## src/rtl/regfile_param.sv

```systemverilog
// ---------------------------------------------------------------------------
// regfile_param
//   Parametrised multi-read-port register file for the single-cycle datapath.
//   After reset, a hardware sequencer clears every entry, one per edge. The
//   file is usable only once that sequence has finished. Writes requested
//   before then are dropped and recorded in a sticky flag.
//
//   Optional feature (compile-time macro REGFILE_BYPASS_EN):
//     defined   - a write in RUN is forwarded combinationally to any read
//                 port that addresses the same entry (write-through)
//     undefined - reads always return the array contents as of the last edge
//
// Parameters
//   DATA_W   bits per register
//   ADDR_W   address bits, DEPTH = 2**ADDR_W
//   NUM_RD   number of independent combinational read ports (1..4)
//   ZERO_REG 1 = entry 0 reads 0 and ignores writes
//
// Ports
//   i_clk       clock, rising edge
//   i_rst       synchronous active-high reset
//   i_regwrite  write enable
//   i_wa        write address
//   i_wd        write data
//   i_ra        packed read addresses, port k = i_ra[k*ADDR_W +: ADDR_W]
//   o_rd        packed read data,      port k = o_rd[k*DATA_W +: DATA_W]
//   o_ready     1 = clear sequence finished
//   o_wr_drop   sticky: write requested while o_ready = 0
//
// State   | meaning
// --------+-----------------------------------------------------------
// CLEAR   | zeroing entry r_clr_idx each edge, file not usable
// RUN     | normal operation, writes through i_wa/i_wd
// ---------------------------------------------------------------------------
module regfile_param #(
  parameter int DATA_W   = 32,
  parameter int ADDR_W   = 5,
  parameter int NUM_RD   = 2,
  parameter int ZERO_REG = 1
) (
  input  logic                     i_clk,
  input  logic                     i_rst,
  input  logic                     i_regwrite,
  input  logic [ADDR_W-1:0]        i_wa,
  input  logic [DATA_W-1:0]        i_wd,
  input  logic [NUM_RD*ADDR_W-1:0] i_ra,
  output logic [NUM_RD*DATA_W-1:0] o_rd,
  output logic                     o_ready,
  output logic                     o_wr_drop
);

  localparam int DEPTH = 1 << ADDR_W;

  typedef enum logic {
    ST_CLEAR = 1'b0,
    ST_RUN   = 1'b1
  } state_t;

  state_t              r_state;
  state_t              w_state_nxt;
  logic [ADDR_W-1:0]   r_clr_idx;
  logic [ADDR_W-1:0]   w_clr_idx_nxt;
  logic                r_wr_drop;
  logic                w_wr_drop_nxt;
  logic [DATA_W-1:0]   r_mem [DEPTH];

  // Single physical write port shared by the clear sequencer and the datapath
  logic                w_mem_we;
  logic [ADDR_W-1:0]   w_mem_wa;
  logic [DATA_W-1:0]   w_mem_wd;

  // Write aimed at the hardwired zero entry
  logic                w_wr_zero;
  assign w_wr_zero = (ZERO_REG != 0) && (i_wa == '0);

  always_ff @(posedge i_clk) begin
    if (i_rst) begin
      r_state   <= ST_CLEAR;
      r_clr_idx <= '0;
      r_wr_drop <= 1'b0;
    end else begin
      r_state   <= w_state_nxt;
      r_clr_idx <= w_clr_idx_nxt;
      r_wr_drop <= w_wr_drop_nxt;
    end
  end

  always_comb begin
    w_state_nxt   = r_state;
    w_clr_idx_nxt = r_clr_idx;
    w_wr_drop_nxt = r_wr_drop;
    w_mem_we      = 1'b0;
    w_mem_wa      = i_wa;
    w_mem_wd      = i_wd;
    case (r_state)
      ST_CLEAR: begin
        w_mem_we      = 1'b1;
        w_mem_wa      = r_clr_idx;
        w_mem_wd      = '0;
        // Natural ADDR_W-bit overflow returns the index to 0 on the last entry
        w_clr_idx_nxt = r_clr_idx + ADDR_W'(1);
        if (i_regwrite) begin
          w_wr_drop_nxt = 1'b1;
        end
        if (r_clr_idx == {ADDR_W{1'b1}}) begin
          w_state_nxt = ST_RUN;
        end
      end
      ST_RUN: begin
        w_mem_we = i_regwrite && !w_wr_zero;
      end
      default: begin
        w_state_nxt = ST_CLEAR;
      end
    endcase
  end

  // Array has no reset; the clear sequencer provides the initial contents.
  always_ff @(posedge i_clk) begin
    if (!i_rst && w_mem_we) begin
      r_mem[w_mem_wa] <= w_mem_wd;
    end
  end

  assign o_ready   = (r_state == ST_RUN);
  assign o_wr_drop = r_wr_drop;

  for (genvar k = 0; k < NUM_RD; k++) begin : g_rd
    logic [ADDR_W-1:0] w_ra;
    logic              w_hit_zero;
    logic              w_fwd;
    logic [DATA_W-1:0] w_rd;

    assign w_ra       = i_ra[k*ADDR_W +: ADDR_W];
    assign w_hit_zero = (ZERO_REG != 0) && (w_ra == '0);

`ifdef REGFILE_BYPASS_EN
    assign w_fwd = (r_state == ST_RUN) && i_regwrite && (i_wa == w_ra) && !w_wr_zero;
`else
    assign w_fwd = 1'b0;
`endif

    always_comb begin
      w_rd = '0;
      if ((r_state == ST_RUN) && !w_hit_zero) begin
        w_rd = w_fwd ? i_wd : r_mem[w_ra];
      end
    end

    assign o_rd[k*DATA_W +: DATA_W] = w_rd;
  end

endmodule
```

## config.mk

```make
export PLATFORM = sky130hd
export DESIGN_NAME = regfile_param
export DESIGN_NICKNAME = d
export VERILOG_FILES = /design/src/rtl/regfile_param.sv
export SDC_FILE = /design/constraint.sdc
export NUM_CORES = 1
export LEC_CHECK = 0
export BUFFER_PORTS_ARGS = -buffer_cell sky130_fd_sc_hd__buf_2
export CAP_MARGIN = 20
export CORE_MARGIN = 2
export CORE_UTILIZATION = 45
export DETAILED_ROUTE_END_ITERATION = 10
export PLACE_DENSITY = 0.62
export SYNTH_ARGS = -nofsm -noshare
export SYNTH_HDL_FRONTEND = slang
export SYNTH_SLANG_ARGS = --single-unit
```

## constraint.sdc

```tcl
create_clock -name i_clk -period 4.33 [get_ports i_clk]
set_input_delay 0.6495 -clock i_clk [delete_from_list [all_inputs] [get_ports i_clk]]
set_output_delay 0.6495 -clock i_clk [all_outputs]
set_load 0.1 [all_outputs]
```

# Yosys cells after proc, flatten, opt, wreduce, memory -nomap -nowiden
# Memory sizes are Yosys's and may differ from the RTL's.
# Index checks and enable logic that the tools add are counted.
[classes] bitwise_logic=1 n_eq_ne=1 muxes=9 n_addsub=1 reduce_logical=12
[ops] operator="$mux 32" count=3
[ops] operator="$logic_not 5->1" count=3
[ops] operator="$add 5x1->5 const B" count=1
[ops] operator="$eq 5x5->1 const B" count=1
[ops] operator="$mux 5" count=1
[ops] operator="$logic_and 1x1->1" count=4
[ops] operator="$logic_not 1->1" count=4
[ops] operator="$mux 1" count=4
[ops] operator="$pmux 1 s2" count=1
[ops] operator="$reduce_and 2->1" count=1
[ops] operator="$not 1->1" count=1
[word_totals] mem_bits_rw=1024 mem_count=1 register_bits=7 elab_cells=28 inputBits=50
[mem_list] memory="r_mem" words=32 width=32 read_ports=2 rd_clocked_by_memory_dff=0 write_ports=1 line_no="65" text="logic [DATA_W-1:0] r_mem [DEPTH];"

# Logic depth before layout (Yosys ltp)
[logic_depth] ltp_word=7 ltp_mapped=8 depth_no_buf=5

# Worst setup path after synthesis
# OpenSTA, ideal clock, no wires.
[synth_path] kind="register to register" start="register r_state, in the netlist o_ready" end="memory r_mem[22][0] (enable)" setup_time_ns=0.421 setup_slack_ns=0.430 path_stages_with_launch=8 required_ns=3.909 arrival_time_ns=3.479 synth_period_minus_slack_ns=3.900 cell_sequence="dfxtp_1 > buf_2 > buf_2 > buf_2 > nand3_1 > a21oi_1 > nand3_1 > nor2_1"
[synth_between] elab_chain_len=5 word_cells_on_any_way=6 classes_between="mux (4); bitwise (1); reduce/logical (1)"
[synth_rtl] item="start, declared" line_no="59" text="state_t r_state;"
[synth_rtl] item="start signal, assigned" line_no="82" text="r_state <= w_state_nxt;"
[synth_rtl] item="$not 1->1"
[synth_rtl] item="$pmux 1 s2" line_no="95" text="case (r_state)"
[synth_rtl] item="$logic_and 1x1->1" line_no="120" text="if (!i_rst && w_mem_we) begin"
[synth_rtl] item="$mux 1" line_no="120"
[synth_rtl] item="$mux 1 (implied by the code)" line_no="121" text="r_mem[w_mem_wa] <= w_mem_wd;"
[synth_rtl] item="end, declared" line_no="65"
# Parallel ways exist; a longest one is shown, timed or not.

# Final worst setup path
[layout_path] start="register r_state, in the netlist o_ready" end="output o_rd[62]"
[layout_between] elab_chain_len=2
[layout_rtl] item="$logic_and 1x1->1" line_no="145" text="if ((r_state == ST_RUN) && !w_hit_zero) begin"
[layout_rtl] item="$mux 32" line_no="145"
[layout_rtl] item="end, declared" line_no="47" text="output logic [NUM_RD*DATA_W-1:0] o_rd,"
# No other way between the ends.

==> results.tsv <==
metric	value	unit
result_of_the_run	complete, no violations	
synth.ff_latch_count	1031	
final-instance-count-excl-fill	4521	
detail_route.iter0.violations	4386	
cts_tree	yes	
gp_congestion	0.863	
timing.critical_path.slowest_cell_delay	0.66	ns
reg2regPathDepth	5	
final_antenna_net_count	0	
synth_seq_area_share	0.641	
fin_setup_tns	0	ns
area_growth	15.8	%
drt_wl_total	157	mm
initial_antenna_violation_count	4	
power.density_cell_area	380	nW/um^2
post-place-cells	4309	
timing.critical_path.required	3.68	ns
drtPass1Iterations	6	
yosys.cell_count.top_type	sky130_fd_sc_hd__edfxtp_1	
post_route_drc	0	
port_buffers	115	
yosys_top_cell_area_share	0.638	
post_cts.repair.setup_buffers	0	
cp_data_arrival_time	3.38	ns
element_type_at_the_critical_path_end	output port	
cp-start-kind	flop	
cell_area_after_placement	52100	um^2
final.fill_count	8416	
final_layout_size_suffix_gt1_frac	0.241	
final_critical_path_required_period	4.03	ns
floorplan.rows	120	
route.detailed.wl_per_inst	34.6	um
async_s_r_ff_share_synth	0	
synth.cell_area	48200	um^2
synth_cell_types	45	
critical_path.max_fanout	39	
rr_endpoint	r_mem[11][5]$_DFFE_PP_	
final_hold_fails	0	
cts.sinks	1031	
cts_buffer_depth	3	
start_util	0.452	
critical-path-top-cell-by-count	sky130_fd_sc_hd__nand4_1	
critPathCapture	o_rd[62]	
via_to_cell_ratio	6.75	
syn_nets	2924	
cap_viol_max_count	0	
clk_transition_reported_paths	0.06	ns
cp_num_buf_inv	2	
slew_headroom	0.191	
die-width	331	um
grt_start_max_net_pins	54	
post-place-ws	0.464	ns
synthTopCellsByArea	sky130_fd_sc_hd__edfxtp_1 64%, sky130_fd_sc_hd__mux4_2 12%, sky130_fd_sc_hd__mux2i_1 11%, sky130_fd_sc_hd__a22oi_1 3.5%, sky130_fd_sc_hd__nand3_1 1.4%	
leading_post_synthesis_cells_by_instance_count	1024 x sky130_fd_sc_hd__edfxtp_1, 523 x sky130_fd_sc_hd__mux2i_1, 252 x sky130_fd_sc_hd__mux4_2	
synth_area_leader_cell	sky130_fd_sc_hd__edfxtp_1	
cp_num_cells	6	
postCtsHoldBufs	0	
timing.hold.worst.class	in -> reg	
synth_enable_flop_cells	1024	
ir_worst_vdd	0.272	mV
core_area	107000	um^2
dp_hpwl	98.3	mm
ctsRootBufferMaster	sky130_fd_sc_hd__clkbuf_16	
critical-path-slowest-cell	sky130_fd_sc_hd__dfxtp_4	
maximum_achievable_frequency	0.248	GHz
synth_flop_cell	sky130_fd_sc_hd__edfxtp_1	
routed-via-count	30500	
global_route.usage.total	0.278	
postLayoutCellArea	55800	um^2
classification_of_the_worst_setup_path	reg -> out	
die_h	331	um
post_synth.cell_area_avg	16.8	um^2
cts_inserted_buffers	105	
max_slew.worst_pin.slew	1.21	ns
cells_resized_by_post_cts_repair	0	
grt_pass1_wl	220	mm
setup_violations	0	
via_count_of_the_first_global_routing_pass	31000	
number_of_h_tree_levels	3	
design.final.nets	3078	
rr_startpoint	o_ready$_SDFF_PP0_	
grt_setup_unrepaired	no	
ys.warnings.count	0	
timing.critical_path.cells	nor3b_4 -> buf_4 -> o31a_1 -> nand4_1 -> nand4_1 -> buf_2	
full_die_area	110000	um^2
final.setup.worst_slack	0.301	ns
finalHoldWorstSlack	0.253	ns
clock-skew-final	0.0201	ns
ioPinCount	116	
fin_crit_sh	0.931	
insertion_delay_to_the_later_sink_of_the_worst_skew_pair	0.69	ns
post_syn_instances	2872	
worst_setup_path_startpoint	o_ready$_SDFF_PP0_	
final_max_slew_viol_count	0	
grt_overflow	0	
crit_family	buffers and inverters	
cellLeakagePower	0.0187	uW
r2r_slack	1.16	ns
stage by stage:
stage | total power, uW | utilization
final | 21200 | 0.524
after global routing | 21700 | 0.524
after CTS | 21300 | 0.521
after detailed placement | 12400 | 0.489
after global placement | 12400 | 0.488
after floorplan | 12000 | -
cell usage in the layout (no fill, tap or decap), types with 66 or more instances in the layout:
cell / n
sky130_fd_sc_hd__edfxtp_1: 1024
sky130_fd_sc_hd__mux2i_1: 523
sky130_fd_sc_hd__mux4_2: 252
sky130_fd_sc_hd__a22oi_1: 228
sky130_fd_sc_hd__nand3_1: 131
sky130_fd_sc_hd__buf_4: 122
sky130_fd_sc_hd__nand2_1: 111
sky130_fd_sc_hd__clkbuf_16: 111
sky130_fd_sc_hd__buf_12: 85
sky130_fd_sc_hd__nand4_1: 66
metal layers:
metal / routed length, um / global-route usage / vias to the layer above
li1: - / - / 12200
met1: 59600 / 0.375 / 15900
met2: 72900 / 0.435 / 2032
met3: 15300 / 0.0492 / 374
met4: 8730 / 0.146 / 0
met5: 0 / 0 / -
cell type report:
class,count,area [um^2],share of cell area
Antenna cell,4,10.0,0.000179
Tap cell,1403,1760,0.0314
Clock buffer,128,2780,0.0497
Sequential cell,1031,30900,0.553
Inverter,2,7.51,0.000134
Multi-Input combinational cell,1607,16500,0.295
Timing Repair Buffer,279,3320,0.0594
Clock inverter,67,629,0.0113
power by group:
part | switching (uW) | total, uW | internal [uW]
clock network | 3830 | 9040 | 5210
registers | 31.0 | 10900 | 10900
logic | 755 | 1280 | 529
total | 4620 | 21200 | 16600
how the worst min path moves through the flow:
stage,from,endpoint,slack [ns],cells past startpoint
floorplan,r_clr_idx[3]$_SDFFE_PP0N_,r_clr_idx[3]$_SDFFE_PP0N_,0.51,2
global placement,o_wr_drop$_SDFFE_PP0P_,o_wr_drop$_SDFFE_PP0P_,0.46,2
detailed placement,o_wr_drop$_SDFFE_PP0P_,o_wr_drop$_SDFFE_PP0P_,0.46,2
CTS,i_regwrite,o_wr_drop$_SDFFE_PP0P_,0.23,3
global route,i_regwrite,o_wr_drop$_SDFFE_PP0P_,0.24,3
finish,i_regwrite,o_wr_drop$_SDFFE_PP0P_,0.25,3
registers in the layout, summed over array words and instances (netlist names):
name	count
o_ready	1
o_wr_drop	1
r_clr_idx	5
r_mem	1024
worst register-to-register path, delay by kind of cell (launching register included):
kind	cells	cell delay (ns)
simple gates	3	1.55
buf+inv	1	0.40
compound gates	1	0.24
flops	1	0.66
logic make-up (layout without fill, tap and decap cells):
family / Yosys count / after routing / share of synthesized area
other: 0 / 4 / 0
xor gates and xnor gates: 3 / 3 / 0.000545
adders and majority gates: 2 / 2 / 0.000519
and+or+nand+nor: 430 / 430 / 0.0451
AOI/OAI and AO/OA: 395 / 395 / 0.0598
buffers and inverters: 234 / 476 / 0.0267
muxes: 777 / 777 / 0.227
DFF: 1031 / 1031 / 0.641
Note: power is estimated with default switching activity, not from simulation.
